<file path="config.mk">
export PLATFORM = sky130hd
export DESIGN_NAME = sseg_scan_decoder
export DESIGN_NICKNAME = d
export VERILOG_FILES = /design/src/rtl/sseg_scan_decoder.sv
export SDC_FILE = /design/constraint.sdc
export NUM_CORES = 1
export LEC_CHECK = 0
export ABC_AREA = 1
export CAP_MARGIN = 20
export CORE_ASPECT_RATIO = 1.5
export CORE_UTILIZATION = 58
export DETAILED_ROUTE_END_ITERATION = 16
export PLACE_DENSITY = 0.86
export RECOVER_POWER = 25
export SYNTH_ARGS = -nofsm -noshare
export SYNTH_HDL_FRONTEND = slang
export SYNTH_SLANG_ARGS = --single-unit
</file>
<file path="constraint.sdc">
create_clock -name clk -period 3.2 [get_ports clk]
set_input_delay 0.64 -clock clk [delete_from_list [all_inputs] [get_ports clk]]
set_output_delay 0.64 -clock clk [all_outputs]
set_load 0.02 [all_outputs]
</file>
<file path="src/rtl/sseg_scan_decoder.sv">
// Recovers four BCD digits and decimal points from a multiplexed, active-low
// 7-segment bus by capturing each digit once its an/sseg value has settled.
module sseg_scan_decoder #(
  parameter int SETTLE  = 4,
  parameter int TIMEOUT = 1048576
) (
  input  logic        clk,
  input  logic        rst,
  input  logic [3:0]  an,
  input  logic [7:0]  sseg,
  output logic [15:0] bcd,
  output logic [3:0]  dp,
  output logic        frame_valid,
  output logic        pat_err,
  output logic        an_err,
  output logic        stale
);

  localparam int TW = $clog2(TIMEOUT);
  localparam logic [7:0]    SC_MAX = 8'(SETTLE);
  localparam logic [7:0]    SC_HIT = 8'(SETTLE - 1);
  localparam logic [TW-1:0] TC_MAX = TW'(TIMEOUT - 1);

  typedef enum logic {COLLECT, EMIT} state_t;

  state_t        state, state_nxt;
  logic [3:0]    an_q, an_d;
  logic [7:0]    sseg_q, sseg_d;
  logic [7:0]    sc, sc_next;
  logic          armed;
  logic [TW-1:0] tc, tc_next;
  logic [3:0]    mask, mask_base, mask_next;
  logic          changed, dwell_done, capture, bad_an, tc_expired, frame_done;
  logic [2:0]    sel;
  logic [1:0]    sel_k;
  logic [3:0]    digit;

  // Returns {one-hot-low, position} for the registered anode value.
  function automatic logic [2:0] an_select(input logic [3:0] a);
    case (a)
      4'hE:    an_select = 3'b100;
      4'hD:    an_select = 3'b101;
      4'hB:    an_select = 3'b110;
      4'h7:    an_select = 3'b111;
      default: an_select = 3'b000;
    endcase
  endfunction

  function automatic logic [3:0] seg_decode(input logic [6:0] s);
    case (s)
      7'h40:   seg_decode = 4'd0;
      7'h79:   seg_decode = 4'd1;
      7'h24:   seg_decode = 4'd2;
      7'h30:   seg_decode = 4'd3;
      7'h19:   seg_decode = 4'd4;
      7'h12:   seg_decode = 4'd5;
      7'h02:   seg_decode = 4'd6;
      7'h78:   seg_decode = 4'd7;
      7'h00:   seg_decode = 4'd8;
      7'h10:   seg_decode = 4'd9;
      7'h7F:   seg_decode = 4'hF;
      default: seg_decode = 4'hE;
    endcase
  endfunction

  always_comb begin
    changed    = ({an_q, sseg_q} != {an_d, sseg_d});
    sc_next    = changed ? 8'd0 : ((sc >= SC_MAX) ? sc : sc + 8'd1);
    // A fresh change re-arms in the same cycle so SETTLE=1 still captures.
    dwell_done = (sc_next == SC_HIT) && (armed || changed);
    sel        = an_select(an_q);
    sel_k      = sel[1:0];
    capture    = dwell_done && sel[2];
    bad_an     = dwell_done && !sel[2] && (an_q != 4'hF);
    digit      = seg_decode(sseg_q[6:0]);
    tc_next    = capture ? '0 : ((tc == TC_MAX) ? tc : tc + 1'b1);
    tc_expired = (tc == TC_MAX) && !capture;
    mask_base  = (state == EMIT) ? 4'h0 : mask;
    if (capture)
      mask_next = mask_base | (4'b0001 << sel_k);
    else if (tc_expired)
      mask_next = 4'h0;
    else
      mask_next = mask_base;
    frame_done = (state == COLLECT) && capture && (mask_next == 4'hF);
  end

  always_ff @(posedge clk or posedge rst) begin
    if (rst) begin
      an_q    <= 4'hF;
      sseg_q  <= 8'hFF;
      an_d    <= 4'hF;
      sseg_d  <= 8'hFF;
      sc      <= 8'd0;
      armed   <= 1'b1;
      tc      <= '0;
      mask    <= 4'h0;
      bcd     <= 16'hFFFF;
      dp      <= 4'h0;
      pat_err <= 1'b0;
      an_err  <= 1'b0;
      stale   <= 1'b0;
    end else begin
      an_q    <= an;
      sseg_q  <= sseg;
      an_d    <= an_q;
      sseg_d  <= sseg_q;
      sc      <= sc_next;
      armed   <= (armed | changed) & ~(capture | bad_an);
      tc      <= tc_next;
      mask    <= mask_next;
      pat_err <= capture && (digit == 4'hE);
      an_err  <= bad_an;
      if (capture) begin
        bcd[{sel_k, 2'b00} +: 4] <= digit;
        dp[sel_k]                <= ~sseg_q[7];
      end
      if (state == EMIT)
        stale <= 1'b0;
      else if (tc_expired)
        stale <= 1'b1;
    end
  end

  always_ff @(posedge clk or posedge rst) begin
    if (rst)
      state <= COLLECT;
    else
      state <= state_nxt;
  end

  always_comb begin
    state_nxt = state;
    case (state)
      COLLECT: if (frame_done) state_nxt = EMIT;
      EMIT:    state_nxt = COLLECT;
      default: state_nxt = COLLECT;
    endcase
  end

  always_comb begin
    frame_valid = (state == EMIT);
  end

endmodule

</file>
## Word level (Yosys, flattened, before mapping)

Index checks and enable logic that the tools add are counted.
Widths: inputs -> output; s select.

| cells by class | value |
|---|---|
| reductions and logical operators | 14 |
| shift operators | 3 |
| bitwise operators | 7 |
| muxes and demuxes | 17 |
| order comparisons | 3 |
| $add $sub $neg | 3 |
| eq/ne operators | 21 |

Operator list:

| kind | count |
|---|---|
| $pmux 4 s11 | 1 |
| $mux 20 | 2 |
| $eq 7x7->1 const B | 4 |
| $eq 7x5->1 const B | 3 |
| $add 20x1->20 const B | 1 |
| $eq 20x20->1 const B | 1 |
| $eq 4x4->1 const B | 5 |
| $bwmux 16 | 1 |
| $mux 8 | 2 |
| $shift 4x6->16 const A | 1 |
| $shiftx 4x6->16 | 1 |
| $eq 7x6->1 const B | 2 |
| $mux 4 | 3 |
| $ne 12x12->1 | 1 |
| $pmux 3 s4 | 1 |
| $logic_and 1x1->1 | 9 |
| $add 8x1->8 const B | 1 |
| $eq 8x2->1 const B | 1 |
| $ge 8x3->1 const B | 1 |
| $eq 7x2->1 const B | 1 |
| $logic_not 7->1 | 1 |
| $neg 4->6 | 1 |
| $bwmux 4 | 1 |
| $eq 4x3->1 const B | 1 |
| other kinds (15) | 22 |

| word-level totals | value |
|---|---|
| input bits | 14 |
| logic and storage cells | 82 |
| flip-flop bits (word level) | 81 |
| output and inout bits | 24 |

## Depth between registers and ports, before layout

Gate-level depths: netlist of the first run.

| logic depth | value |
|---|---|
| word-level depth | 14 |
| gate-level depth with buffers | 16 |
| mapped depth without buffers | 16 |

## Worst setup path before layout of the first run

No wires, ideal clock.

| timing path | value |
|---|---|
| path type | reg2reg |
| from | register an_q[1] |
| to | register state (netlist: frame_valid) |
| period minus slack after synthesis | 2.083 ns |
| stages on the path, launching flop included | 10 |
| path slack | 1.117 ns |
| buffers on the path | 0 |
| arrival time | 1.969 ns |
| setup time | 0.114 ns |
| required time | 3.086 ns |
| path through | dfstp_2 inv_2 a31oi_1 clkinv_1 ha_1 or2_2 nand2_1 nand2_1 nand2_1 nor2_1 |

| on the way | value |
|---|---|
| cells in the longest elaborated chain, start to end | 13 |
| elaborated cells between the ends (all ways) | 22 |
| those cells by class | 7 x eq/ne; 1 x shift; 6 x mux; 1 x bitwise; 7 x reduce/logical |

Ends and longest elaborated chain:

| element | RTL line | text |
|---|---|---|
| start: declaration | 27 | `logic [3:0] an_q, an_d;` |
| start signal: assignment | 104 | `an_q <= an;` |
| $ne 12x12->1 | 67 | `changed = ({an_q, sseg_q} != {an_d, sseg_d});` |
| $mux 8 | 68 | `sc_next = changed ? 8'd0 : ((sc >= SC_MAX) ? sc : sc + 8'd1);` |
| $eq 8x2->1 | 70 | `dwell_done = (sc_next == SC_HIT) && (armed \|\| changed);` |
| $logic_and 1x1->1 | 70 |  |
| $logic_and 1x1->1 | 73 | `capture = dwell_done && sel[2];` |
| $logic_not 1->1 | 77 | `tc_expired = (tc == TC_MAX) && !capture;` |
| $logic_and 1x1->1 | 77 |  |
| $mux 4 | 81 | `else if (tc_expired)` |
| $mux 4 (*) | 79 | `if (capture)` |
| net mask_next[3] | 32 | `logic [3:0] mask, mask_base, mask_next;` |
| $eq 4x4->1 (*) | 85 | `frame_done = (state == COLLECT) && capture && (mask_next == 4'hF);` |
| $logic_and 1x1->1 (*) | 85 |  |
| $mux 1 (*) | 135 | `COLLECT: if (frame_done) state_nxt = EMIT;` |
| $pmux 1 s2 (*) | 134 | `case (state)` |
| net state_nxt | 26 | `state_t state, state_nxt;` |
| end signal: assignment | 129 | `state <= state_nxt;` |
| end: declaration | 26 |  |

Mark *: on every way through the listed nets, which the timed path passes. The rest lies on a longest branch.
A chain may end at the register's enable or synchronous reset.

## Final worst setup path of the first run

| timing path | value |
|---|---|
| from | register sseg_q[7] |
| to | register state (netlist: frame_valid) |

| on the way | value |
|---|---|
| cells in the longest elaborated chain, start to end | 13 |
| elaborated cells between the ends (all ways) | 15 |
| those cells by class | 3 x eq/ne; 5 x mux; 7 x reduce/logical |

Ends and longest elaborated chain:

| element | RTL line | text |
|---|---|---|
| start: declaration | 28 | `logic [7:0] sseg_q, sseg_d;` |
| start signal: assignment | 105 | `sseg_q <= sseg;` |
| $ne 12x12->1 (*) | 67 |  |
| $mux 8 | 68 |  |
| $eq 8x2->1 | 70 |  |
| $logic_and 1x1->1 (*) | 70 |  |
| $logic_and 1x1->1 (*) | 73 |  |
| $logic_not 1->1 | 77 |  |
| $logic_and 1x1->1 | 77 |  |
| $mux 4 | 81 |  |
| $mux 4 | 79 |  |
| $eq 4x4->1 | 85 |  |
| $logic_and 1x1->1 (*) | 85 |  |
| $mux 1 (*) | 135 |  |
| $pmux 1 s2 (*) | 134 |  |
| net state_nxt | 26 |  |

Marked as above.

==> results of run 1 <==
through the flow:
| step | util (%) | total power [mW] | hold WS, ps | instances | setup slack (ps) |
|---|---|---|---|---|---|
| floorplan | - | 1.17 | 354 | 500 | 548 |
| global placement | 67.4 | 1.21 | 380 | 613 | 916 |
| detailed placement | 67.4 | 1.22 | 385 | 613 | 823 |
| CTS | 70.3 | 1.98 | 395 | 629 | 826 |
| global route | 70.3 | 2.04 | 423 | 629 | 443 |
| finish | 70.3 | 1.96 | 413 | 629 | 774 |
worst min path at each step:
stage | depth (start not counted) | to | startpoint
after detailed placement | 0 | an_d[1]$_DFF_PP1_ | an_q[1]$_DFF_PP1_
after CTS | 0 | an_d[1]$_DFF_PP1_ | an_q[1]$_DFF_PP1_
final | 0 | an_d[1]$_DFF_PP1_ | an_q[1]$_DFF_PP1_
after floorplan | 0 | sseg_d[2]$_DFF_PP1_ | sseg_q[2]$_DFF_PP1_
after global routing | 0 | an_d[1]$_DFF_PP1_ | an_q[1]$_DFF_PP1_
after global placement | 0 | an_d[1]$_DFF_PP1_ | an_q[1]$_DFF_PP1_
final cells by class:
| type | count | area share [%] |
|---|---|---|
| Multi-Input combinational cell | 333 | 36.7 |
| Sequential cell | 81 | 42.6 |
| Timing Repair Buffer | 39 | 8.15 |
| Clock inverter | 6 | 1.36 |
| Inverter | 82 | 6.41 |
| Clock buffer | 10 | 2.82 |
| Tap cell | 78 | 2.00 |
cell usage in the layout, fill, tap and decap left out, drive strengths merged:
cell	count
a21boi	1
a21oi	7
a22oi	1
a31oi	4
a41oi	1
buf	2
bufinv	1
clkbuf	10
clkdlybuf4s50	24
clkinv	9
dfrtp	40
dfstp	41
dlygate4sd3	13
ha	7
inv	78
nand2	133
nand3	36
nand3b	5
nand4	15
nor2	60
nor3	10
nor3b	1
nor4	3
o211ai	6
o21a	2
o21ai	23
o221ai	1
o22ai	1
o41ai	1
or2	4
or3	1
xnor2	6
xor2	4
worst max-delay path: cells and delay by family, from the launching register on:
| kind | cells | cell delay (ps) |
|---|---|---|
| buffers and inverters | 1 | 50 |
| DFF | 1 | 740 |
| AOI/OAI and AO/OA | 1 | 250 |
| and+or+nand+nor | 10 | 1340 |
logic make-up (layout without fill, tap and decap cells):
| kind of cell | after synthesis | in the layout | synth area share (%) |
|---|---|---|---|
| buffers and inverters | 86 | 137 | 8.09 |
| adders and majority gates | 7 | 7 | 2.08 |
| DFF | 81 | 81 | 49.4 |
| xor gates and xnor gates | 10 | 10 | 2.26 |
| and+or+nand+nor | 268 | 268 | 30.7 |
| AOI/OAI and AO/OA | 48 | 48 | 7.49 |
flip-flops by register name, indices dropped and copies added, names as in the netlist:
name and flops:
an_d 4, an_err 1, an_q 4, armed 1, bcd 16, dp 4
frame_valid 1, mask 4, pat_err 1, sc 8, sseg_d 8, sseg_q 8
stale 1, tc 20
metal layers:
layer	vias up	routed length [um]	GRT usage [%]
li1	1689	-	-
met1	1625	3300	27.1
met2	86	4750	45.9
met3	28	310	6.16
met4	0	327	14.6
met5	-	0	0
power breakdown:
| part | switching [mW] | internal (mW) | total, mW |
|---|---|---|---|
| clock | 0.378 | 0.384 | 0.762 |
| sequential | 0.0199 | 1.05 | 1.07 |
| combinational | 0.0819 | 0.0433 | 0.125 |
| total | 0.480 | 1.48 | 1.96 |
==> metrics.txt, run 1 <==
cell at the slowest stage of the critical path=sky130_fd_sc_hd__dfstp_1; clk root buf=sky130_fd_sc_hd__clkbuf_8; number of warning messages in the yosys log=0; data arrival time of the worst path=2740 ps; startpoint type of the worst setup path=flip-flop; PwrDens=401 mW/mm^2; Vert. Die Dim=106 um; measured slew at the worst slew-check pin=983 ps; Worst-Skew Late Latency=370 ps; final WL=8690 um; crit path capture type=flip-flop; multi-input gate area in the final layout=0.00179 mm^2; top-level port count=38; async set or reset register ratio after synthesis=100%; main area contributors after synthesis=sky130_fd_sc_hd__dfstp_2 (26%), sky130_fd_sc_hd__dfrtp_1 (24%), sky130_fd_sc_hd__nand2_1 (11%); Non-Filler Cell Area, Final=just under 0.005 mm^2; proportion of synthesized chip area in sequential cells=roughly half; CTS-repair resized insts=0; Tmin final=2430 ps; capture point of the worst path=frame_valid$_DFF_PP0_; Syn Inst Count=500; TritonCTS clock tree=built; number of buffers inserted by hold repair at cts=0; result of the run=complete, no violations; clock sink count=81; HPWL Detailed=6500 um; weighted congestion reported at the end of routability-driven placement=0.937; CP max FO=11; htree depth=3; # setup viols final=0; aggregate global-route resource usage=25.7%; via count of the first global-routing pass=3480; final max-slew violation count=0; Tightest Hold Check Type=reg2reg; initial antenna violation count=0; filler cell count in the final layout=520; Hold Fails Final Rpt=0; number of synthesized flops with an enable pin=0; row count=37; type of the setup path with the least slack=reg2reg; remaining max-slew budget at the tightest pin=approximately a third; largest net degree at the start of global routing=37; routed vias/inst=5.45; die area=between 0.007 and 0.008 mm^2; die boundary width=roughly 72 um; Crit. Startpoint=sseg_q[7]$_DFF_PP1_; Reg2Reg Launch Point=sseg_q[7]$_DFF_PP1_; wire length per cell after detailed routing=around 14 um; post-synthesis instance area=0.00421 mm^2; most repeated cell in the gate-level netlist after synthesis=sky130_fd_sc_hd__nand2_1; Max Clock Skew=12.9 ps; DR pass1 iterations=5; number of clock buffers inserted by TritonCTS=9; Placement Cell Area=between 0.004 and 0.005 mm^2; global-route wire length before repair=about 15000 um; number of max-cap violations=0; Clk pin slew, worst setup/hold paths=roughly 90 ps; Crit Reg-Reg Endpoint=frame_valid$_DFF_PP0_; cell taking the most area after synthesis=sky130_fd_sc_hd__dfstp_2; reg-to-reg slack, setup=770 ps; ys flop type=sky130_fd_sc_hd__dfstp_2; achievable frequency=0.412 GHz; leading cell types by count after synthesis=sky130_fd_sc_hd__nand2_1 (127), sky130_fd_sc_hd__inv_1 (56), sky130_fd_sc_hd__nor2_1 (43), sky130_fd_sc_hd__dfstp_2 (41), sky130_fd_sc_hd__dfrtp_1 (40); nets=567; total via count after detailed routing=roughly 3400; post-route fraction of the period consumed by the critical path=75.8%; Max Root-Sink Buffers=2; Post-Syn Nets=521; Initial Utilization=60.6%; number of design rule violations left after detail routing=0; sum of overflow across all layers after global routing=0; antenna violation net count after detailed routing=0; relative area change from synthesis to final layout=16.0%; setup repair after global routing missed its margin=false; total core area=a little under 0.007 mm^2; CP cell instances=nand2_1 > clkinv_1 > nor2_1 > nor2_2 > nand3_1 > nor2_2 > nand3_2 > nor2_4 > nand4_1 > a21oi_1 > nand2_1 > nor2_1; ant diodes=0; Distinct cells, synth=48; FF/Latch Area=0.00208 mm^2; number of storage elements in the synthesis netlist=81; iteration-0 DRC count of the detailed router=approximately 260; IR drop worst, VDD=326 uV; static leakage=approximately 2.3 nW; final-layout setup total negative slack=0 ps; share of the synthesized area in the top cell type=roughly 26%; fraction of final layout cells with drive strength greater than 1=19.4%; required time at the worst-slack endpoint=3510 ps; longest individual stage delay on the worst path=740 ps; synthesized area per cell=8.42 um^2; Setup Buffers After CTS=0; Reg2Reg Depth=12; count of buffers from port buffering=37
(Power assumes the default switching activity.)
==> run 2, diff against run 1 <==
- CORE_UTILIZATION: 58 -> 52
- PLACE_DENSITY: 0.86 -> 0.82
- clock period: 3.2 -> 2.15 ns (I/O delays scaled with it)
==> run 2 against run 1 <==
Net effect: the run now ends with negative setup slack left; cell count rose by 8.6%; combinational power rose by 92%; critical path depth rose by 2; routed wire length rose by 22%; sequential power rose by 50%; via count rose by 9.8%; fmax rose by 12%; cell area rose by 11%; power rose by 70%; clock power rose by 96%; core utilization rose by 0.16 points; setup slack got worse by 800 ps; largest power group unchanged.
==> metrics.txt, run 2 (synthesis gave the netlist of run 1 again) <==
routed vias/inst=5.51 (+1.1%); Vert. Die Dim=112 um (+5.5%); register ranked first by flip-flop count=tc; measured slew at the worst slew-check pin=535 ps (-447 ps); number of clock buffers inserted by TritonCTS=9 (unchanged); total power of the final layout=3.32 mW (+70%); achievable frequency=0.460 GHz (+12%); DR pass1 iterations=5 (unchanged); FF/Latch Area=0.00208 mm^2 (unchanged); type of the setup path with the least slack=reg2reg; Non-Filler Cell Area, Final=0.00543 mm^2 (+11%); initial antenna violation count=0 (unchanged); row count=39 (+5.4%); number of max-cap violations=0 (unchanged); final-layout setup total negative slack=-55.2 ps (-55.2 ps); count of buffers from port buffering=37 (unchanged); nets=597 (+5.3%); Worst Slack Setup Final=-24.0 ps (-798 ps); longest individual stage delay on the worst path=580 ps (-160 ps); crit path capture type=flip-flop; sum of overflow across all layers after global routing=0 (unchanged); Clk pin slew, worst setup/hold paths=60 ps (-30 ps); final instance count without filler cells=683 (+8.6%); Tmin final=2170 ps (-252 ps); htree depth=3 (unchanged); total via count after detailed routing=3764 (+9.8%); Max Clock Skew=7.46 ps (-5.44 ps); number of design rule violations left after detail routing=0 (unchanged); wire length per cell after detailed routing=15.5 um (+12%); most frequent cell on the critical path=sky130_fd_sc_hd__nor2_2; post-route fraction of the period consumed by the critical path=101% (+25 points); iteration-0 DRC count of the detailed router=286 (+9.2%); clk root buf=sky130_fd_sc_hd__clkbuf_16; cell at the slowest stage of the critical path=sky130_fd_sc_hd__dfstp_2; ant diodes=0 (unchanged); filler cell count in the final layout=568 (+9.2%); global-route wire length before repair=15800 um (+6.1%); CP max FO=7 (-4); final WL=10600 um (+22%); Worst-Skew Late Latency=340 ps (-30 ps); WP buf/inv=4 (+3); antenna violation net count after detailed routing=0 (unchanged); Post-Place Cells=650 (+6.0%); weighted congestion reported at the end of routability-driven placement=0.979 (+4.5%); largest net degree at the start of global routing=46 (+24%); Max Root-Sink Buffers=2 (unchanged); total core area=0.00771 mm^2 (+11%); setup repair after global routing missed its margin=true; die boundary width=75.5 um (+5.5%); PwrDens=612 mW/mm^2 (+53%); Initial Utilization=54.6% (-6.0 points); via count of the first global-routing pass=3599 (+3.4%); violated checks=negative setup slack; aggregate global-route resource usage=24.8% (-0.88 points); data arrival time of the worst path=2400 ps (-340 ps); die area=0.00847 mm^2 (+11%); clock sink count=81 (unchanged); most common cell after layout, fill and taps aside=sky130_fd_sc_hd__nand2_1; TritonCTS clock tree=built; most used cells in the layout excluding fill and tap cells=sky130_fd_sc_hd__nand2_1 (109), sky130_fd_sc_hd__inv_1 (55), sky130_fd_sc_hd__dfstp_2 (40), sky130_fd_sc_hd__dfrtp_1 (40), sky130_fd_sc_hd__nor2_1 (36); relative area change from synthesis to final layout=29.0%; top-level port count=38 (unchanged); static leakage=2.57 nW (+9.6%); HPWL Detailed=7120 um (+9.4%); multi-input gate area in the final layout=0.00200 mm^2 (+12%); CP cell instances=inv_2 > nand2_1 > nand2_1 > nor2_2 > nand2_1 > nor2_2 > nand4_1 > nor2_2 > nand4_4 > clkinv_4 > buf_6 > nor2_2 > nor2_1 > inv_1; Placement Cell Area=0.00481 mm^2 (+2.8%); Hold Fails Final Rpt=0 (unchanged); fraction of final layout cells with drive strength greater than 1=32.7% (+13 points); required time at the worst-slack endpoint=2380 ps (-1130 ps); startpoint type of the worst setup path=flip-flop; Largest regs=tc: 20 flops, bcd: 16 flops; flip-flop count of the largest register after layout=20 (unchanged); result of the run=complete, but fails checks; # setup viols final=4 (+4); family with the most delay on the worst path=simple AND/OR/NAND/NOR gates; Tightest Hold Check Type=reg2reg; final max-slew violation count=0 (unchanged); IR drop worst, VDD=661 uV (+100%); remaining max-slew budget at the tightest pin=63.9% (+29 points)
[run 2: cell type report]
| cell class | count | area share (%) |
|---|---|---|
| Clock buffer | 10 | 4.22 |
| Tap cell | 102 | 2.35 |
| Timing Repair Buffer | 66 | 11.3 |
| Multi-Input combinational cell | 336 | 36.8 |
| Sequential cell | 81 | 38.3 |
| Inverter | 82 | 6.01 |
| Clock inverter | 6 | 1.08 |
[run 2: layer usage]
| metal | vias up | share of wire, % | track usage [%] |
|---|---|---|---|
| met5 | - | 0 | 0 |
| met4 | 0 | 4.4 | 12.1 |
| met3 | 43 | 4.5 | 4.58 |
| met2 | 121 | 56 | 43.6 |
| met1 | 1838 | 35 | 27.7 |
| li1 | 1762 | - | - |
[run 2: power breakdown]
group,internal [mW],switching [mW]
combinational,0.0889,0.151
sequential,1.57,0.0293
clock,0.891,0.596
total,2.55,0.776
[run 2: path summary, 6_finish.rpt]
kind	cells past startpoint	to	slack (ps)	startpoint
setup / recovery	14	tc[8]$_DFFE_PP0N_	-20	sseg_q[5]$_DFF_PP1_
max in group asynchronous	3	sseg_d[4]$_DFF_PP1_	1070	rst
setup reg to reg	14	tc[8]$_DFFE_PP0N_	-20	sseg_q[5]$_DFF_PP1_
hold reg to reg	0	sseg_d[3]$_DFF_PP1_	390	sseg_q[3]$_DFF_PP1_
hold / removal	0	sseg_d[3]$_DFF_PP1_	390	sseg_q[3]$_DFF_PP1_
min in group asynchronous	2	sc[1]$_DFF_PP0_	430	rst
[run 2: worst register-to-register path, cell delays in order (launching register included)]
cell                       delay [ps]
sky130_fd_sc_hd__dfstp_2          580
sky130_fd_sc_hd__inv_2             80
sky130_fd_sc_hd__nand2_1           60
sky130_fd_sc_hd__nand2_1           70
sky130_fd_sc_hd__nor2_2           120
sky130_fd_sc_hd__nand2_1           90
sky130_fd_sc_hd__nor2_2           190
sky130_fd_sc_hd__nand4_1          140
sky130_fd_sc_hd__nor2_2           140
sky130_fd_sc_hd__nand4_4          150
sky130_fd_sc_hd__clkinv_4         170
sky130_fd_sc_hd__buf_6            120
sky130_fd_sc_hd__nor2_2            30
sky130_fd_sc_hd__nor2_1            80
sky130_fd_sc_hd__inv_1             50
[run 2: metrics by stage]
stage / hold WS [ps] / utilization, % / worst slack (ps)
2_1_floorplan: 354 / - / 66.8
4_1_cts: 390 / 66.1 / 3.03
5_1_grt: 398 / 70.4 / -140
3_5_place_dp: 387 / 62.4 / 16.8
6_report: 386 / 70.4 / -24.0
3_3_place_gp: 383 / 62.4 / 70.7
[run 2: what timing repair did]
item,4_1_cts,5_1_grt
endpoints found under the setup margin,1,43
hold buffers,0,0
pin swaps,1,26
buffers inserted,0,13
resized for setup,0,65
cloned,0,4
==> run 3, diff against run 2 <==
- CORE_UTILIZATION: 52 -> 62
- PLACE_DENSITY: 0.82 -> 0.91
- clock period: 2.15 -> 2.6 ns (I/O delays scaled with it)
==> run 3 against run 2 <==
Net effect: the run ends with max-capacitance violations, max-slew violations left; cell count shrank 8.2%; setup slack gained 240 ps; cell area shrank 11%; combinational power shrank 36%; critical endpoint is now frame_valid$_DFF_PP0_; largest power group unchanged.
==> metrics.txt, run 3 (synthesis gave the netlist of run 1 again) <==
result of the run=complete, but fails checks; violated checks=max-capacitance violations, max-slew violations; total via count after detailed routing=3538 (-6.0%); number of max-cap violations=1 (+1); IR drop worst, VDD=454 uV (-31%); post-route fraction of the period consumed by the critical path=91.6% (-9.5 points); fraction of final layout cells with drive strength greater than 1=19.8% (-13 points); measured slew at the worst slew-check pin=1680 ps (+1150 ps); DR pass1 iterations=6 (+1); utilization after layout=74.2% (+3.7 points); data arrival time of the worst path=2680 ps (+280 ps); weighted congestion reported at the end of routability-driven placement=0.935 (-4.5%); htree depth=3 (unchanged); Max Root-Sink Buffers=2 (unchanged); Largest regs=tc: 20 flops, bcd: 16 flops; type of the setup path with the least slack=reg2reg; total power of the final layout=2.33 mW (-30%); aggregate global-route resource usage=28.1% (+3.3 points); cell at the slowest stage of the critical path=sky130_fd_sc_hd__dfstp_1; PwrDens=480 mW/mm^2 (-22%); Initial Utilization=64.4% (+9.9 points); initial antenna violation count=0 (unchanged); Worst-Skew Late Latency=360 ps (+20 ps); flip-flop count of the largest register after layout=20 (unchanged); relative area change from synthesis to final layout=15.1%; Clk pin slew, worst setup/hold paths=90 ps (+30 ps); setup repair after global routing missed its margin=false; achievable frequency=0.420 GHz (-8.8%); Setup Buffers After CTS=0 (unchanged); required time at the worst-slack endpoint=2890 ps (+510 ps); HPWL Detailed=6780 um (-4.7%); TritonCTS clock tree=built; antenna violation net count after detailed routing=0 (unchanged); number of buffers inserted by hold repair at cts=0 (unchanged); number of design rule violations left after detail routing=0 (unchanged); remaining max-slew budget at the tightest pin=-12.3% (-76 points); die area=0.00713 mm^2 (-16%); clk root buf=sky130_fd_sc_hd__clkbuf_8; highest signal layer in the routed design=met4; CTS-repair resized insts=0 (unchanged); longest individual stage delay on the worst path=720 ps (+140 ps); WL met1=3390 um (-9.4%); wire length per cell after detailed routing=14.5 um (-6.6%); nets=567 (-5.0%); final WL=9070 um (-14%); Tightest Hold Check Type=reg2reg; Tmin final=2380 ps (+209 ps); Setup WS pre-CTS=293 ps (+276 ps); routed length on met3=302 um (-37%); CP max FO=11 (+4); Hold Fails Final Rpt=0 (unchanged); largest net degree at the start of global routing=82 (+78%); final max-slew violation count=82 (+82); count of buffers from port buffering=37 (unchanged); final-layout setup total negative slack=0 ps (+55.2 ps); clock sink count=81 (unchanged); total length of routed met2 wires=5060 um (-14%); Vert. Die Dim=103 um (-8.3%); row count=36 (-7.7%); die boundary width=69.3 um (-8.2%); register ranked first by flip-flop count=tc; most used cells in the layout excluding fill and tap cells=sky130_fd_sc_hd__nand2_1 (127), sky130_fd_sc_hd__inv_1 (55), sky130_fd_sc_hd__nor2_1 (43), sky130_fd_sc_hd__dfrtp_1 (40), sky130_fd_sc_hd__nand3_1 (33); Max Clock Skew=17.3 ps (+9.86 ps); # setup viols final=0 (-4); static leakage=2.32 nW (-9.8%); ant diodes=0 (unchanged); most common cell after layout, fill and taps aside=sky130_fd_sc_hd__nand2_1; startpoint type of the worst setup path=flip-flop; CP cell instances=nand2_1 > clkinv_1 > nor2_1 > nor2_2 > nand3_1 > nor2_2 > nand3_2 > nor2_4 > nand4_1 > a21oi_1 > nand2_1 > nor2_1; routed vias/inst=5.64 (+2.4%); via count of the first global-routing pass=3513 (-2.4%); sum of overflow across all layers after global routing=0 (unchanged); top-level port count=38 (unchanged); total core area=0.00653 mm^2 (-15%); crit path capture type=flip-flop; Worst Slack Setup Final=217 ps (+241 ps); global-route wire length before repair=15600 um (-1.4%); iteration-0 DRC count of the detailed router=184 (-36%); number of clock buffers inserted by TritonCTS=9 (unchanged)
[run 3: changes by cell type in the layout (fill, tap and decap cells not counted), sizes merged]
cell      change
clkinvlp      -1
nand3         -1
clkbuf        -1
nand2         -1
inv           +3
bufinv        -1
nor2          -1
buf          -27
[run 3: report_power, final]
group	internal, mW	total, mW	leakage [nW]	switching [mW]
clock network	0.363	0.855	0.0884	0.492
logic	0.0511	0.154	1.26	0.103
registers	1.29	1.32	0.967	0.0245
total	1.71	2.33	2.32	0.619
[run 3: path summary, 6_finish.rpt]
kind                                startpoint                     to  slack, ps  cells after the start
min in group asynchronous                  rst       an_err$_DFF_PP0_       1080                      3
max                        sseg_q[7]$_DFF_PP1_  frame_valid$_DFF_PP0_        220                     12
min reg2reg                sseg_q[3]$_DFF_PP1_    sseg_d[3]$_DFF_PP1_        410                      0
max in group asynchronous                  rst        sc[5]$_DFF_PP0_        520                      3
max reg2reg                sseg_q[7]$_DFF_PP1_  frame_valid$_DFF_PP0_        220                     12
min                        sseg_q[3]$_DFF_PP1_    sseg_d[3]$_DFF_PP1_        410                      0
[run 3: layout make-up]
cell class	instances	area [um^2]
tap	76	95.1
inverter	82	313
clock buffer	9	124
fill	470	1690
clock inverter	7	61.3
multi-input combinational	333	1790
sequential	81	2080
timing repair buffer	39	383
[run 3: critical path, delay by kind of cell (launching register included)]
kind	cells	cell delay, ps
AO/OA/AOI/OAI	1	260
buffers and inverters	1	50
flip-flops	1	720
AND/OR/NAND/NOR	10	1300
[run 3: layer usage]
metal | track usage [%] | vias to the layer above
li1 | - | 1694
met1 | 31.0 | 1709
met2 | 52.1 | 104
met3 | 4.01 | 31
met4 | 15.4 | 0
met5 | 0 | -
[run 3: per-stage QoR]
step	instance area [um^2]	hold slack [ps]	instances
after global routing	4840	410	627
final	4840	408	627
after floorplan	4210	354	500
after detailed placement	4670	386	611
after CTS	4860	400	627
after global placement	4670	382	611
